`config.mk`:
```
export PLATFORM = sky130hd
export DESIGN_NAME = id_ex_pipe_reg
export DESIGN_NICKNAME = d
export VERILOG_FILES = /design/src/rtl/riscv_pkg.sv /design/src/rtl/wb_bypass.sv /design/src/rtl/id_ex_pipe_reg.sv
export SDC_FILE = /design/constraint.sdc
export NUM_CORES = 1
export LEC_CHECK = 0
export ABC_AREA = 1
export CAP_MARGIN = 10
export CORE_AREA = 5 5 159 161
export DETAILED_ROUTE_END_ITERATION = 7
export DIE_AREA = 0 0 164 166
export GPL_TIMING_DRIVEN = 0
export PLACE_DENSITY_LB_ADDON = 0.12
export RECOVER_POWER = 25
export SETUP_SLACK_MARGIN = 0.02
export SLEW_MARGIN = 10
export SYNTH_ARGS = -nofsm -noshare
export SYNTH_HDL_FRONTEND = slang
export SYNTH_SLANG_ARGS = --single-unit
```
`constraint.sdc`:
```
create_clock -name clk -period 2.68 [get_ports clk]
set_input_delay 0.402 -clock clk [delete_from_list [all_inputs] [get_ports clk]]
set_output_delay 0.402 -clock clk [all_outputs]
set_load 0.01 [all_outputs]
```
`src/rtl/riscv_pkg.sv`:
```
// rtl/riscv_pkg.sv - shared RV32I core constants and encodings
package riscv_pkg;

  localparam int XLEN   = 32;
  localparam int ALUC_W = 4;

  // Architectural zero register; writes to it are discarded, so it never bypasses.
  localparam logic [4:0] X0_IDX = 5'd0;

  typedef enum logic [1:0] {
    RES_SRC_ALU = 2'b00,
    RES_SRC_MEM = 2'b01,
    RES_SRC_PC4 = 2'b10
  } result_src_t;

  typedef enum logic [3:0] {
    ALU_ADD  = 4'd0,
    ALU_SUB  = 4'd1,
    ALU_AND  = 4'd2,
    ALU_OR   = 4'd3,
    ALU_XOR  = 4'd4,
    ALU_SLT  = 4'd5,
    ALU_SLTU = 4'd6,
    ALU_SLL  = 4'd7,
    ALU_SRL  = 4'd8,
    ALU_SRA  = 4'd9
  } alu_ctrl_t;

endpackage

```
`src/rtl/wb_bypass.sv`:
```
// rtl/wb_bypass.sv - writeback-to-operand bypass select
//
// Ports:
//   src_idx     source register index being read
//   data_in     candidate operand (register file or held E-stage value)
//   reg_write_w writeback write enable
//   rd_w        writeback destination index
//   result_w    writeback data
//   data_out    result_w when writeback targets src_idx (and it is not x0), else data_in
module wb_bypass
  import riscv_pkg::*;
#(
  parameter int XLEN = riscv_pkg::XLEN
) (
  input  logic [4:0]      src_idx,
  input  logic [XLEN-1:0] data_in,
  input  logic            reg_write_w,
  input  logic [4:0]      rd_w,
  input  logic [XLEN-1:0] result_w,
  output logic [XLEN-1:0] data_out
);

  logic hit;

  assign hit      = reg_write_w && (rd_w != X0_IDX) && (rd_w == src_idx);
  assign data_out = hit ? result_w : data_in;

endmodule

```
`src/rtl/id_ex_pipe_reg.sv`:
```
// rtl/id_ex_pipe_reg.sv - decode-to-execute pipeline register with writeback bypass
//
// Ports:
//   clk, rst                 clock, asynchronous active-low reset
//   stall_e, flush_e         hold the stage / load a bubble (flush wins)
//   *_d                      decode-stage operands, indices, PCs, immediate, control
//   reg_write_w, rd_w,
//   result_w                 writeback port, bypassed into the captured operands
//   valid_e, *_e             execute-stage registered copies
module id_ex_pipe_reg
  import riscv_pkg::*;
#(
  parameter int XLEN   = riscv_pkg::XLEN,
  parameter int ALUC_W = riscv_pkg::ALUC_W
) (
  input  logic              clk,
  input  logic              rst,
  input  logic              stall_e,
  input  logic              flush_e,
  input  logic [XLEN-1:0]   rd1_d,
  input  logic [XLEN-1:0]   rd2_d,
  input  logic [4:0]        rs1_d,
  input  logic [4:0]        rs2_d,
  input  logic [4:0]        rd_d,
  input  logic [XLEN-1:0]   pc_d,
  input  logic [XLEN-1:0]   pcplus4_d,
  input  logic [XLEN-1:0]   imm_ext_d,
  input  logic              reg_write_d,
  input  logic              mem_write_d,
  input  logic              jump_d,
  input  logic              branch_d,
  input  logic              alu_src_d,
  input  logic [1:0]        result_src_d,
  input  logic [ALUC_W-1:0] alu_control_d,
  input  logic              reg_write_w,
  input  logic [4:0]        rd_w,
  input  logic [XLEN-1:0]   result_w,
  output logic              valid_e,
  output logic [XLEN-1:0]   rd1_e,
  output logic [XLEN-1:0]   rd2_e,
  output logic [XLEN-1:0]   pc_e,
  output logic [XLEN-1:0]   pcplus4_e,
  output logic [XLEN-1:0]   imm_ext_e,
  output logic [4:0]        rs1_e,
  output logic [4:0]        rs2_e,
  output logic [4:0]        rd_e,
  output logic              reg_write_e,
  output logic              mem_write_e,
  output logic              jump_e,
  output logic              branch_e,
  output logic              alu_src_e,
  output logic [1:0]        result_src_e,
  output logic [ALUC_W-1:0] alu_control_e
);

  logic [XLEN-1:0] rd1_load, rd2_load;
  logic [XLEN-1:0] rd1_hold, rd2_hold;

  // The register file reads the old value in the cycle it is written, so the
  // operands are patched with result_w on the way in.
  wb_bypass #(.XLEN(XLEN)) u_byp_rs1_load (
    .src_idx(rs1_d), .data_in(rd1_d), .reg_write_w(reg_write_w),
    .rd_w(rd_w), .result_w(result_w), .data_out(rd1_load)
  );

  wb_bypass #(.XLEN(XLEN)) u_byp_rs2_load (
    .src_idx(rs2_d), .data_in(rd2_d), .reg_write_w(reg_write_w),
    .rd_w(rd_w), .result_w(result_w), .data_out(rd2_load)
  );

  // A stalled instruction keeps watching writeback so it never executes with a
  // stale operand once released.
  wb_bypass #(.XLEN(XLEN)) u_byp_rs1_hold (
    .src_idx(rs1_e), .data_in(rd1_e), .reg_write_w(reg_write_w),
    .rd_w(rd_w), .result_w(result_w), .data_out(rd1_hold)
  );

  wb_bypass #(.XLEN(XLEN)) u_byp_rs2_hold (
    .src_idx(rs2_e), .data_in(rd2_e), .reg_write_w(reg_write_w),
    .rd_w(rd_w), .result_w(result_w), .data_out(rd2_hold)
  );

  always_ff @(posedge clk or negedge rst) begin
    if (!rst) begin
      valid_e       <= 1'b0;
      rd1_e         <= '0;
      rd2_e         <= '0;
      pc_e          <= '0;
      pcplus4_e     <= '0;
      imm_ext_e     <= '0;
      rs1_e         <= X0_IDX;
      rs2_e         <= X0_IDX;
      rd_e          <= X0_IDX;
      reg_write_e   <= 1'b0;
      mem_write_e   <= 1'b0;
      jump_e        <= 1'b0;
      branch_e      <= 1'b0;
      alu_src_e     <= 1'b0;
      result_src_e  <= RES_SRC_ALU;
      alu_control_e <= '0;
    end else if (flush_e) begin
      valid_e       <= 1'b0;
      rd1_e         <= '0;
      rd2_e         <= '0;
      pc_e          <= '0;
      pcplus4_e     <= '0;
      imm_ext_e     <= '0;
      rs1_e         <= X0_IDX;
      rs2_e         <= X0_IDX;
      rd_e          <= X0_IDX;
      reg_write_e   <= 1'b0;
      mem_write_e   <= 1'b0;
      jump_e        <= 1'b0;
      branch_e      <= 1'b0;
      alu_src_e     <= 1'b0;
      result_src_e  <= RES_SRC_ALU;
      alu_control_e <= '0;
    end else if (stall_e) begin
      rd1_e <= rd1_hold;
      rd2_e <= rd2_hold;
    end else begin
      valid_e       <= 1'b1;
      rd1_e         <= rd1_load;
      rd2_e         <= rd2_load;
      pc_e          <= pc_d;
      pcplus4_e     <= pcplus4_d;
      imm_ext_e     <= imm_ext_d;
      rs1_e         <= rs1_d;
      rs2_e         <= rs2_d;
      rd_e          <= rd_d;
      reg_write_e   <= reg_write_d;
      mem_write_e   <= mem_write_d;
      jump_e        <= jump_d;
      branch_e      <= branch_d;
      alu_src_e     <= alu_src_d;
      result_src_e  <= result_src_d;
      alu_control_e <= alu_control_d;
    end
  end

endmodule

```
==> impl_metrics.json <==
{
  "cts.sinks": 187,
  "stdcell_area_mm2": 0.0139,
  "postRouteAntennaNets": 0,
  "seq_area_frac_synth_pct": 53.4,
  "cp-start-kind": "input port",
  "path_clk_slew_ns": 0.08,
  "vdd_drop_max_v": 0.000362,
  "yosys_most_used_dff": "dfrtp_1",
  "tns_ns": 0,
  "worstPathRequired_ns": 3.00,
  "setup_viol": 0,
  "hold_path_class": "flop to flop",
  "placed_area_mm2": 0.0133,
  "design.final.nets": 1689,
  "core-area_mm2": 0.0238,
  "worstMarginPinSlew_ns": 1.26,
  "cp_num_buf_inv": 4,
  "finalCritPeriodShare_pct": 70.2,
  "grt_start_max_net_pins": 82,
  "antenna_found_initial": 3,
  "boundaryPins": 415,
  "p_per_area_mw_per_mm2": 505,
  "gp_congestion": 0.786,
  "via_per_inst": 4.50,
  "drc": 0,
  "cp_data_arrival_time_ns": 2.20,
  "grt_overflow_total": 0,
  "avgSynthCellArea_um2": 8.51,
  "netlist_area_mm2": 0.00876,
  "htree_levels": 4,
  "final_core_utilization_pct": 58.4,
  "synth_top_area_share_pct": 53.4,
  "postSynthCellCount": 1029,
  "finalHoldViolations": 0,
  "crit_path_max_fanout": 10,
  "drt-total-wl_um": 31000,
  "drt_iter0_markers": 558,
  "num_vias": 8102,
  "finalMaxSlewViolations": 0,
  "total_power_uw": 7020,
  "layout-drive-gt1-share_pct": 7.67,
  "yosysTopAreaCell": "dfrtp_1",
  "grt_setup_unrepaired": "no",
  "endpoint_kind": "flop",
  "clock_skew_ns": 0.00863,
  "synth_most_common_cell": "nand2_1",
  "io_buffers": 410,
  "yosys-top-cells-count": "nand2_1, dfrtp_1, inv_1, o21ai_0, nand3b_1",
  "start_util_pct": 36.8,
  "grt_pass1_wl_um": 47300,
  "synth_nets": 1257,
  "cts_tree": "yes",
  "hpwl_um": 24100,
  "outcome": "completed",
  "async_flop_share_pct": 100,
  "crit_family": "buffers and inverters",
  "ys_seq_elements": 187,
  "cts.repair.resized": 0,
  "fillers": 2240,
  "cts-buffers-inserted": 17,
  "synth_area_leaders": "dfrtp_1, nand2_1, inv_1",
  "ys_types": 25,
  "synth_edf_count": 0,
  "leakagePower_uw": 0.00665,
  "regArea_mm2": 0.00468,
  "grt_pass1_vias": 8297,
  "chipWidth_um": 164,
  "grt_usage_pct": 22.4,
  "maxCapViolCount": 0,
  "ys_warn_count": 0,
  "clockBufferDepth": 2,
  "max_stage_delay_ns": 0.55,
  "path_cells": "clkdlybuf4s50_1 -> inv_2 -> buf_2 -> clkbuf_1 -> nand3b_1 -> nand3_2 -> nand2_1",
  "max-slew-margin-rel_pct": 16.1,
  "dieArea_mm2": 0.0272,
  "area_delta_synth_final_pct": 59.0,
  "wl_per_cell_um": 17.2,
  "num_rows": 57,
  "clk_latency_ns": 0.44,
  "multi_input_area_mm2": 0.00306,
  "cts_root_buf": "clkbuf_16",
  "critPathSlowestCell": "clkdlybuf4s50_1",
  "crit_type": "input port to flop",
  "clock.fmax_mhz": 531,
  "min_period_ns": 1.88,
  "first_pass_iters": 5,
  "die_h_um": 166
}
-- sequential cells by signal, summed over array words and instances (netlist names), 2 cells and up --
register / count
rd_e: 5
rs1_e: 5
alu_control_e: 4
rd1_e: 32
imm_ext_e: 32
rs2_e: 5
result_src_e: 2
pcplus4_e: 32
pc_e: 32
rd2_e: 32
-- metrics by stage --
step | hold WS (ns) | std cells | worst slack [ns]
CTS | 0.445 | 1798 | 0.766
global placement | 0.461 | 1763 | -7.15
floorplan | 0.106 | 1029 | 1.18
global route | 0.486 | 1801 | 0.616
finish | 0.482 | 1802 | 0.797
detailed placement | 0.328 | 1765 | 0.337
-- power by group --
group	leakage [uW]	internal, uW	total (uW)	switching, uW
combinational	0.00389	773	1390	622
clock	0.000281	1250	2530	1280
sequential	0.00248	2990	3100	103
-- cells by family (layout without fill, tap and decap cells) --
logic type / count (synthesis) / after routing / synth area share (%)
buffers and inverters: 222 / 667 / 11.6
other: 0 / 4 / 0
and+or+nand+nor: 478 / 478 / 25.4
xor gates and xnor gates: 16 / 16 / 1.69
AOI/OAI and AO/OA: 126 / 126 / 7.86
DFF: 187 / 187 / 53.4
-- repair_timing --
| action | CTS | global route |
|---|---|---|
| hold buffers | 1 | 0 |
| endpoints found under the hold margin | 43 | 0 |
| buffers inserted | 0 | 0 |
-- placed cells by master, fill, tap and decap left out, types with 2 or more instances in the layout --
| cell type | count |
|---|---|
| clkinv_4 | 4 |
| nand3b_1 | 65 |
| nand2_1 | 326 |
| nor2_4 | 3 |
| dfrtp_1 | 187 |
| o22ai_1 | 2 |
| a31oi_4 | 2 |
| diode_2 | 4 |
| xor2_1 | 8 |
| buf_16 | 2 |
| clkbuf_1 | 16 |
| buf_6 | 16 |
| inv_8 | 4 |
| nor2_1 | 8 |
| inv_2 | 3 |
| nand2_2 | 5 |
| nor2_2 | 2 |
| o21ai_0 | 109 |
| a21oi_4 | 2 |
| inv_6 | 2 |
| clkinv_8 | 3 |
| clkdlybuf4s50_1 | 409 |
| xnor2_1 | 7 |
| buf_4 | 8 |
| nand3_2 | 12 |
| buf_2 | 23 |
| inv_1 | 156 |
| o21ai_1 | 11 |
| clkbuf_16 | 17 |
| nand3_1 | 56 |
-- layout make-up --
type / instances / share of cell area, %
Multi-Input combinational cell: 620 / 22.0
Buffer: 62 / 2.96
Clock buffer: 18 / 3.08
Clock inverter: 14 / 1.11
Timing Repair Buffer: 413 / 29.9
Sequential cell: 187 / 33.6
Antenna cell: 4 / 0.0719
Tap cell: 324 / 2.91
Inverter: 160 / 4.33
-- worst paths after layout --
check / end / startpoint / cells past startpoint / slack (ns)
worst max-delay path: rd1_e[22]$_DFFE_PN0P_ / stall_e / 7 / 0.80
worst min-delay path: rd2_e[12]$_DFFE_PN0P_ / rd2_e[12]$_DFFE_PN0P_ / 2 / 0.48
worst max register to register: rd1_e[9]$_DFFE_PN0P_ / rs1_e[1]$_DFFE_PN0P_ / 10 / 1.05
worst min register to register: rd2_e[12]$_DFFE_PN0P_ / rd2_e[12]$_DFFE_PN0P_ / 2 / 0.48
max in group asynchronous: pc_e[7]$_DFFE_PN0P_ / rst / 3 / 0.87
min in group asynchronous: rd2_e[14]$_DFFE_PN0P_ / rst / 2 / 0.75
-- per-layer routing --
layer | GRT usage, % | wire [um] | part of all wire [%]
met5 | 0 | 0 | 0
met1 | 26.6 | 12000 | 39
met3 | 8.39 | 2970 | 9.6
met2 | 37.9 | 15400 | 50
met4 | 6.78 | 709 | 2.3
-- worst reg2reg max path, stage by stage (launching register included) --
cell	delay [ns]
dfrtp_1	0.41
inv_1	0.08
nand2_1	0.06
nand2_1	0.06
nand2_1	0.09
nor2_4	0.13
nand3_2	0.10
a21oi_4	0.28
buf_6	0.19
nand3_1	0.11
nand2_1	0.07
(Power assumes the default switching activity.)
